--- config.mk ---
export PLATFORM = sky130hd
export DESIGN_NAME = pipelined_addsub
export DESIGN_NICKNAME = d
export VERILOG_FILES = /design/src/rtl/pipelined_addsub.sv
export SDC_FILE = /design/constraint.sdc
export NUM_CORES = 1
export LEC_CHECK = 0
export CAP_MARGIN = 20
export CORE_UTILIZATION = 40
export CTS_CLUSTER_DIAMETER = 120
export DETAILED_ROUTE_END_ITERATION = 10
export PLACE_DENSITY = 0.57
export SLEW_MARGIN = 10
export SYNTH_ARGS = -nofsm -noshare
export SYNTH_HDL_FRONTEND = slang
export SYNTH_SLANG_ARGS = --single-unit
--- constraint.sdc ---
create_clock -name i_clk -period 13.76 [get_ports i_clk]
set_clock_uncertainty 0.1 [all_clocks]
set_input_delay 4.128 -clock i_clk [delete_from_list [all_inputs] [get_ports i_clk]]
set_output_delay 4.128 -clock i_clk [all_outputs]
set_load 0.01 [all_outputs]
--- src/rtl/pipelined_addsub.sv ---
// ---------------------------------------------------------------------------
// pipelined_addsub
//
// Purpose:
//   Pipelined add/subtract unit. A WIDTH-bit operation is split into STAGES
//   equal chunks of CW = WIDTH/STAGES bits, and one chunk is resolved per
//   clock. The ripple carry is registered between stages. The unit supports a
//   subtract mode and reports a two's-complement overflow flag. A valid/ready
//   handshake with back-pressure surrounds the pipeline.
//
// Parameters:
//   WIDTH   operand/result width in bits (must be a multiple of STAGES)
//   STAGES  number of pipeline stages, 1..WIDTH
//
// Ports:
//   i_clk        clock, every state update happens on the rising edge
//   i_rst_n      synchronous active-low reset
//   i_in_valid   operand beat valid
//   o_in_ready   unit can accept a beat this cycle
//   i_a, i_b     operands (unsigned or two's complement)
//   i_cin        carry-in for add, borrow-in for subtract
//   i_sub        0 = a + b + cin, 1 = a - b - cin
//   o_out_valid  result beat valid
//   i_out_ready  consumer accepts the result this cycle
//   o_sum        result
//   o_cout       raw carry out of the MSB (1 = no borrow when subtracting)
//   o_ovf        two's-complement overflow
// ---------------------------------------------------------------------------
module pipelined_addsub #(
  parameter int WIDTH  = 32,
  parameter int STAGES = 4
) (
  input  logic             i_clk,
  input  logic             i_rst_n,
  input  logic             i_in_valid,
  output logic             o_in_ready,
  input  logic [WIDTH-1:0] i_a,
  input  logic [WIDTH-1:0] i_b,
  input  logic             i_cin,
  input  logic             i_sub,
  output logic             o_out_valid,
  input  logic             i_out_ready,
  output logic [WIDTH-1:0] o_sum,
  output logic             o_cout,
  output logic             o_ovf
);

  localparam int CW   = WIDTH / STAGES;
  localparam int LAST = STAGES - 1;

  // Stage registers. Each stage keeps both whole operands because the upper
  // chunks are still needed downstream and the operand MSBs feed the overflow
  // flag. The sum vector fills in from the bottom, one chunk per stage. The
  // B operand is stored already inverted for subtraction.
  logic [WIDTH-1:0] r_a     [STAGES];
  logic [WIDTH-1:0] r_b     [STAGES];
  logic [WIDTH-1:0] r_sum   [STAGES];
  logic             r_carry [STAGES];
  logic             r_valid [STAGES];

  logic [WIDTH-1:0] w_aIn      [STAGES];
  logic [WIDTH-1:0] w_bIn      [STAGES];
  logic [WIDTH-1:0] w_sumIn    [STAGES];
  logic [WIDTH-1:0] w_sumNext  [STAGES];
  logic             w_cIn      [STAGES];
  logic             w_vIn      [STAGES];
  logic [CW:0]      w_chunk    [STAGES];
  logic             w_stall;

  // A result that is valid but not taken freezes the whole pipeline. No
  // bubbles are squeezed out. That keeps ready a single gate away from the
  // registered out_valid and the consumer's ready.
  assign w_stall    = r_valid[LAST] & ~i_out_ready;
  assign o_in_ready = ~w_stall;

  // Build each stage's inputs and its chunk addition. Stage 0 takes operands
  // straight from the ports. Subtraction is folded in here as a + ~b + ~cin,
  // so every later stage is a plain adder. Each following stage takes the
  // registered state of the stage before it.
  always_comb begin
    w_aIn[0]   = i_a;
    w_bIn[0]   = i_b ^ {WIDTH{i_sub}};
    w_cIn[0]   = i_cin ^ i_sub;
    w_sumIn[0] = '0;
    w_vIn[0]   = i_in_valid;
    for (int k = 1; k < STAGES; k++) begin
      w_aIn[k]   = r_a[k-1];
      w_bIn[k]   = r_b[k-1];
      w_cIn[k]   = r_carry[k-1];
      w_sumIn[k] = r_sum[k-1];
      w_vIn[k]   = r_valid[k-1];
    end
    for (int k = 0; k < STAGES; k++) begin
      w_chunk[k] = {1'b0, w_aIn[k][k*CW +: CW]}
                 + {1'b0, w_bIn[k][k*CW +: CW]}
                 + {{CW{1'b0}}, w_cIn[k]};
      w_sumNext[k] = w_sumIn[k];
      w_sumNext[k][k*CW +: CW] = w_chunk[k][CW-1:0];
    end
  end

  // Advance every stage together unless the output is stalled. Reset clears
  // all state, not only the valid bits. This way the outputs read as zero
  // straight after reset and any in-flight beat is discarded.
  always_ff @(posedge i_clk) begin
    if (!i_rst_n) begin
      for (int k = 0; k < STAGES; k++) begin
        r_a[k]     <= '0;
        r_b[k]     <= '0;
        r_sum[k]   <= '0;
        r_carry[k] <= 1'b0;
        r_valid[k] <= 1'b0;
      end
    end else if (!w_stall) begin
      for (int k = 0; k < STAGES; k++) begin
        r_a[k]     <= w_aIn[k];
        r_b[k]     <= w_bIn[k];
        r_sum[k]   <= w_sumNext[k];
        r_carry[k] <= w_chunk[k][CW];
        r_valid[k] <= w_vIn[k];
      end
    end
  end

  // Overflow uses the already-inverted B held in the last stage. With all
  // registers at zero after reset, this expression also reads zero.
  assign o_out_valid = r_valid[LAST];
  assign o_sum       = r_sum[LAST];
  assign o_cout      = r_carry[LAST];
  assign o_ovf       = (r_a[LAST][WIDTH-1] == r_b[LAST][WIDTH-1])
                     && (r_sum[LAST][WIDTH-1] != r_a[LAST][WIDTH-1]);

endmodule

==> results of run 1 <==
## power by group
part           internal (mW)  total (mW)  leakage (nW)  switching, mW
clock network          0.268       0.475         0.275          0.207
registers              0.665       0.676          2.19         0.0112
logic                 0.0703       0.133          2.10         0.0625
total                   1.00        1.28          4.56          0.280
## final timing paths
| check | to | start | slack (ps) |
|---|---|---|---|
| worst max-delay path | o_in_ready | i_out_ready | 4000 |
| worst min-delay path | r_valid[2]$_DFF_P_ | r_valid[2]$_DFF_P_ | 370 |
| worst max register to register | r_sum[2][21]$_SDFFCE_PN0P_ | r_valid[3]$_DFFE_PP_ | 10940 |
| worst min register to register | r_valid[2]$_DFF_P_ | r_valid[2]$_DFF_P_ | 370 |
## logic make-up (layout without fill, tap and decap cells)
kind of cell / count (synthesis) / count (layout) / synth area share
xor gates and xnor gates: 41 / 41 / 0.0421
AOI/OAI and AO/OA: 69 / 69 / 0.0562
DFF: 186 / 186 / 0.648
and+or+nand+nor: 248 / 248 / 0.163
adders and majority gates: 36 / 36 / 0.0599
buffers and inverters: 60 / 161 / 0.0274
muxes: 3 / 3 / 0.00352
## metrics by stage
stage | cell area [µm²] | power (mW) | instances
detailed placement | 9810 | 0.822 | 987
CTS | 10400 | 1.30 | 1018
finish | 10400 | 1.28 | 1019
floorplan | 8530 | 0.767 | 643
global placement | 9810 | 0.818 | 987
global route | 10400 | 1.33 | 1019
## state kept, by name, indices dropped and copies added (netlist names)
signal   flops
r_carry      4
r_sum       80
r_valid      4
r_b         49
r_a         49
## layer usage
metal / GRT usage / part of all wire
met3: 0.0383 / 0.050
met2: 0.237 / 0.48
met1: 0.185 / 0.46
met5: 0 / 0
met4: 0.0562 / 0.013
## cell type report
| class | count | area [µm²] | area share |
|---|---|---|---|
| inverter | 18 | 68.8 | 0.00662 |
| timing repair buffer | 112 | 1110 | 0.107 |
| tap | 275 | 344 | 0.0331 |
| clock inverter | 13 | 145 | 0.0140 |
| sequential | 186 | 5530 | 0.531 |
| clock buffer | 18 | 429 | 0.0413 |
| multi-input combinational | 397 | 2780 | 0.267 |
## critical path, delay by kind of cell
family / cells / cell delay (ps)
buffers and inverters: 3 / 1050
AND/OR/NAND/NOR: 1 / 340
## Yosys cell counts, types with 7 or more instances
master	count
fa_1	8
edfxtp_1	180
inv_1	17
ha_1	28
nor2b_1	9
o21ai_0	17
nand2_1	22
buf_2	7
nand3_1	7
xnor2_1	28
nand2b_1	10
nor2_1	44
nor3_1	10
and3_1	130
clkbuf_1	33
xor2_1	13
a21oi_1	12
==> results_dict.tcl, run 1 <==
set metrics [dict create \
    status "finished, final reports clean" \
    worstPathMaxFanout 13 \
    drt-total-wl_um 15500 \
    yosysSeqAreaShare 0.648 \
    p_leak_nw 4.56 \
    slowest_delay_ps 490 \
    vdd_drop_max_uv 53.2 \
    post-place-ws_ps 3970 \
    cp-end-kind "output pin" \
    synth_largest_area_cell "edfxtp_1" \
    clk_latency_ps 430 \
    area_growth_pct 21.9 \
    core_area_um2 21000 \
    path_cells "clkdlybuf4s50_1, nor2b_4, clkinv_2, clkdlybuf4s50_1" \
    ant_nets 0 \
    setup_slack_ps 4000 \
    die_h_um 148 \
    power_density_nw_per_um2 123 \
    relSlewSlack 0.450 \
    cts_setup_buffers 0 \
    drv_cap 0 \
    crit_type "in2out" \
    layout.nets 838 \
    crit_arrival_ps 5530 \
    worstSetupStartpointType "input pin" \
    rsz0062_at_grt "no" \
    post_drt_via_cell_ratio 5.08 \
    mostFrequentLayoutCells "edfxtp_1, and3_1, clkdlybuf4s50_1" \
    diodes 0 \
    postSynthAreaPerCell_um2 13.3 \
    cts.sinks 186 \
    post-route-util 0.496 \
    yosysTopAreaCellShare 0.634 \
    grt_pass1_vias 4946 \
    io-pin-count 106 \
    drt_iter0_drc 304 \
    synth.distinct_cells 42 \
    overflow 0 \
    cts_buffers 17 \
    hpwl_um 9560 \
    grt_pass1_wl_um 24600 \
    vias 5175 \
    hold_buffers 0 \
    drive_gt1_frac 0.0565 \
    syn_inst 643 \
    rr_worst_depth 8 \
    synth_async_sr_flop_share 0 \
    initial_core_util 0.407 \
    antenna_found_initial 0 \
    worst_pin_slew_ps 825 \
    hold_violations 0 \
    synth_area_um2 8530 \
    cp_common_cell "clkdlybuf4s50_1" \
    ys_top_cells_by_area "edfxtp_1, and3_1, ha_1" \
    grt_max_degree 135 \
    syn_nets 749 \
    die_area_um2 21900 \
    die_w_um 148 \
    ys_ff_latch 186 \
    drc_errors 0 \
    cts.path.max_buffers 2 \
    gr-usage-all-layers 0.146 \
    fin_crit_sh 0.709 \
    cts_resized 0 \
    required_ps 9530 \
    ys.flop_type "edfxtp_1" \
    firstDrtPassIters 5 \
    hp-class "reg2reg" \
    fin_tns_setup_ps 0 \
    slowest_stage "clkdlybuf4s50_1" \
    root_buffer "clkbuf_16" \
    port_buffers 105 \
    gp_congestion 0.830 \
    tritoncts "yes" \
    setup_violations 0 \
    hold-path-cell-count 2 \
    min_period_ps 9760 \
    yosysWarnings 0 \
    fillers 1840 \
    clk_pin_slew_worst_paths_ps 60 \
    final_common_cell "edfxtp_1" \
    cts.htree.levels 4 \
    num_rows 53 \
    fmax_mhz 102 \
    synth_edf_count 180 \
    whs_ps 367 \
    final_max_slew_viol_count 0 \
    wire_per_inst_um 15.2 \
]
Power figures use the tool's default switching activity.
==> run 2, diff against run 1 <==
Clock period 13.76 ns to 9.2 ns, I/O delays scaled along.
==> run 2 against run 1 <==
  * Design area decreased by 0.49%
  * Global-route usage increased by 0.16 points
  * Combinational power increased by 49%
  * Critical path depth unchanged
  * Routed wire length decreased by 1.5%
  * Count of clock-buffer cells in the layout decreased by 1
  * Total power increased by 45%
  * Non-clock buffer count decreased by 1
  * Sequential cell count unchanged
  * Register-to-register slack got worse by 5000 ps
  * Core utilization decreased by 0.24 points
  * Critical path type unchanged
  * Largest cell class unchanged
  * Largest power group unchanged
  * Highest routed layer unchanged
==> results_dict.tcl, run 2 (same netlist as run 1, synthesis figures left out) <==
set metrics [dict create \
    p_leak_nw 4.53 \
    post_drt_via_cell_ratio 5.05 \
    core_area_um2 21000 \
    clk_pin_slew_worst_paths_ps 60 \
    hold_buffers 0 \
    cts_buffers 17 \
    root_buffer "clkbuf_16" \
    cts.htree.levels 4 \
    hold_start "r_valid[0]$_DFF_P_" \
    dpl-instance-area_um2 9800 \
    drt_iter0_drc 398 \
    fin_crit_sh 0.764 \
    initial_core_util 0.407 \
    grt_max_degree 136 \
    drv_cap 0 \
    layout.nets 837 \
    drc_errors 0 \
    hpwl_um 9500 \
    min_period_ps 7030 \
    worstSetupStartpointType "input pin" \
    mostFrequentLayoutCells "edfxtp_1, and3_1, clkdlybuf4s50_1" \
    r2r_start "r_valid[3]$_DFFE_PP_" \
    setup.worst_path.end "o_in_ready" \
    fin_tns_setup_ps 0 \
    startpoint "i_out_ready" \
    gr-usage-all-layers 0.147 \
    status "finished, final reports clean" \
    tritoncts "yes" \
    setup_violations 0 \
    grt_pass1_vias 4989 \
    rr_worst_depth 4 \
    hold-path-cell-count 2 \
    clk_latency_ps 420 \
    drt-total-wl_um 15300 \
    vdd_drop_max_uv 84.6 \
    hold_violations 0 \
    rrSetupSlack_ps 5980 \
    area_growth_pct 21.3 \
    vias 5146 \
    reg_top3 "r_sum: 80 flops, r_a: 49 flops, r_b: 49 flops" \
    crit_type "in2out" \
    design_area_um2 10300 \
    die_w_um 148 \
    overflow 0 \
    drive_gt1_frac 0.0565 \
    firstDrtPassIters 5 \
    cts.sinks 186 \
    required_ps 6340 \
    top_register "r_sum" \
    r2r_end "r_b[0][15]$_SDFFCE_PN0P_" \
    final_common_cell "edfxtp_1" \
    num_rows 53 \
    cts_setup_buffers 0 \
    io-pin-count 106 \
    wire_per_inst_um 15.0 \
    worstPathMaxFanout 13 \
    power_density_nw_per_um2 180 \
    cts.path.max_buffers 2 \
    fmax_mhz 142 \
    port_buffers 105 \
    rsz0062_at_grt "no" \
    diodes 0 \
    ant_nets 0 \
    worst_pin_slew_ps 1010 \
    relSlewSlack 0.327 \
    cp-end-kind "output pin" \
    crit_arrival_ps 4170 \
    cts_resized 0 \
    antenna_found_initial 0 \
    die_area_um2 21900 \
    final_max_slew_viol_count 0 \
    die_h_um 148 \
    largest_reg_flops 80 \
    gp_congestion 0.817 \
    hp-class "reg2reg" \
    grt_pass1_wl_um 25200 \
]
-- run 2: cell count changes in the layout (fill, tap and decap cells not counted) --
cell        delta
clkinvlp_4     +2
bufinv_16      -2
inv_6          -2
clkinv_2       +2
buf_4          -1
clkbuf_1       -1
clkinv_1       +1
clkinv_4       +1
-- run 2: area by class of cell --
cell class | count | area, µm²
clock buffers | 17 | 425
clock inverters | 15 | 105
fillers | 1905 | 10600
inverters | 18 | 68.8
multi-input cells | 397 | 2780
flip-flops and latches | 186 | 5530
well taps | 275 | 344
repair buffers | 111 | 1100
-- run 2: worst min path at each step --
stage                                    end  slack, ps
after floorplan           r_valid[2]$_DFF_P_        340
after global placement    r_valid[2]$_DFF_P_        350
after detailed placement  r_valid[0]$_DFF_P_        360
after CTS                 r_valid[0]$_DFF_P_        370
after global routing      r_valid[2]$_DFF_P_        410
final                     r_valid[0]$_DFF_P_        370
-- run 2: metal layers --
metal / track usage / vias to the layer above / share of wire
li1: - / 2558 / -
met1: 0.202 / 2465 / 0.47
met2: 0.229 / 105 / 0.48
met3: 0.0275 / 18 / 0.032
met4: 0.0629 / 0 / 0.019
met5: 0 / - / 0
-- run 2: critical path, cell delays in order --
cell             delay (ps)
clkdlybuf4s50_1         440
nor2b_4                 340
clkinv_2                130
clkdlybuf4s50_1         490
-- run 2: report_power, final --
| part | leakage, nW | total, mW | internal [mW] | switching, mW |
|---|---|---|---|---|
| registers | 2.19 | 1.01 | 0.994 | 0.0169 |
| clock network | 0.250 | 0.649 | 0.344 | 0.305 |
| logic | 2.09 | 0.198 | 0.105 | 0.0931 |
| total | 4.53 | 1.86 | 1.44 | 0.415 |
-- run 2: metrics by stage --
stage | hold WS [ps] | cells | power (mW) | util | setup WS (ps)
final | 367 | 1019 | 1.86 | 0.494 | 2170
after global routing | 411 | 1019 | 1.94 | 0.494 | 2080
after CTS | 370 | 1018 | 1.88 | 0.493 | 2150
after detailed placement | 363 | 986 | 1.23 | 0.468 | 2140
after global placement | 352 | 986 | 1.22 | 0.468 | 2160
after floorplan | 337 | 643 | 1.15 | - | 1500
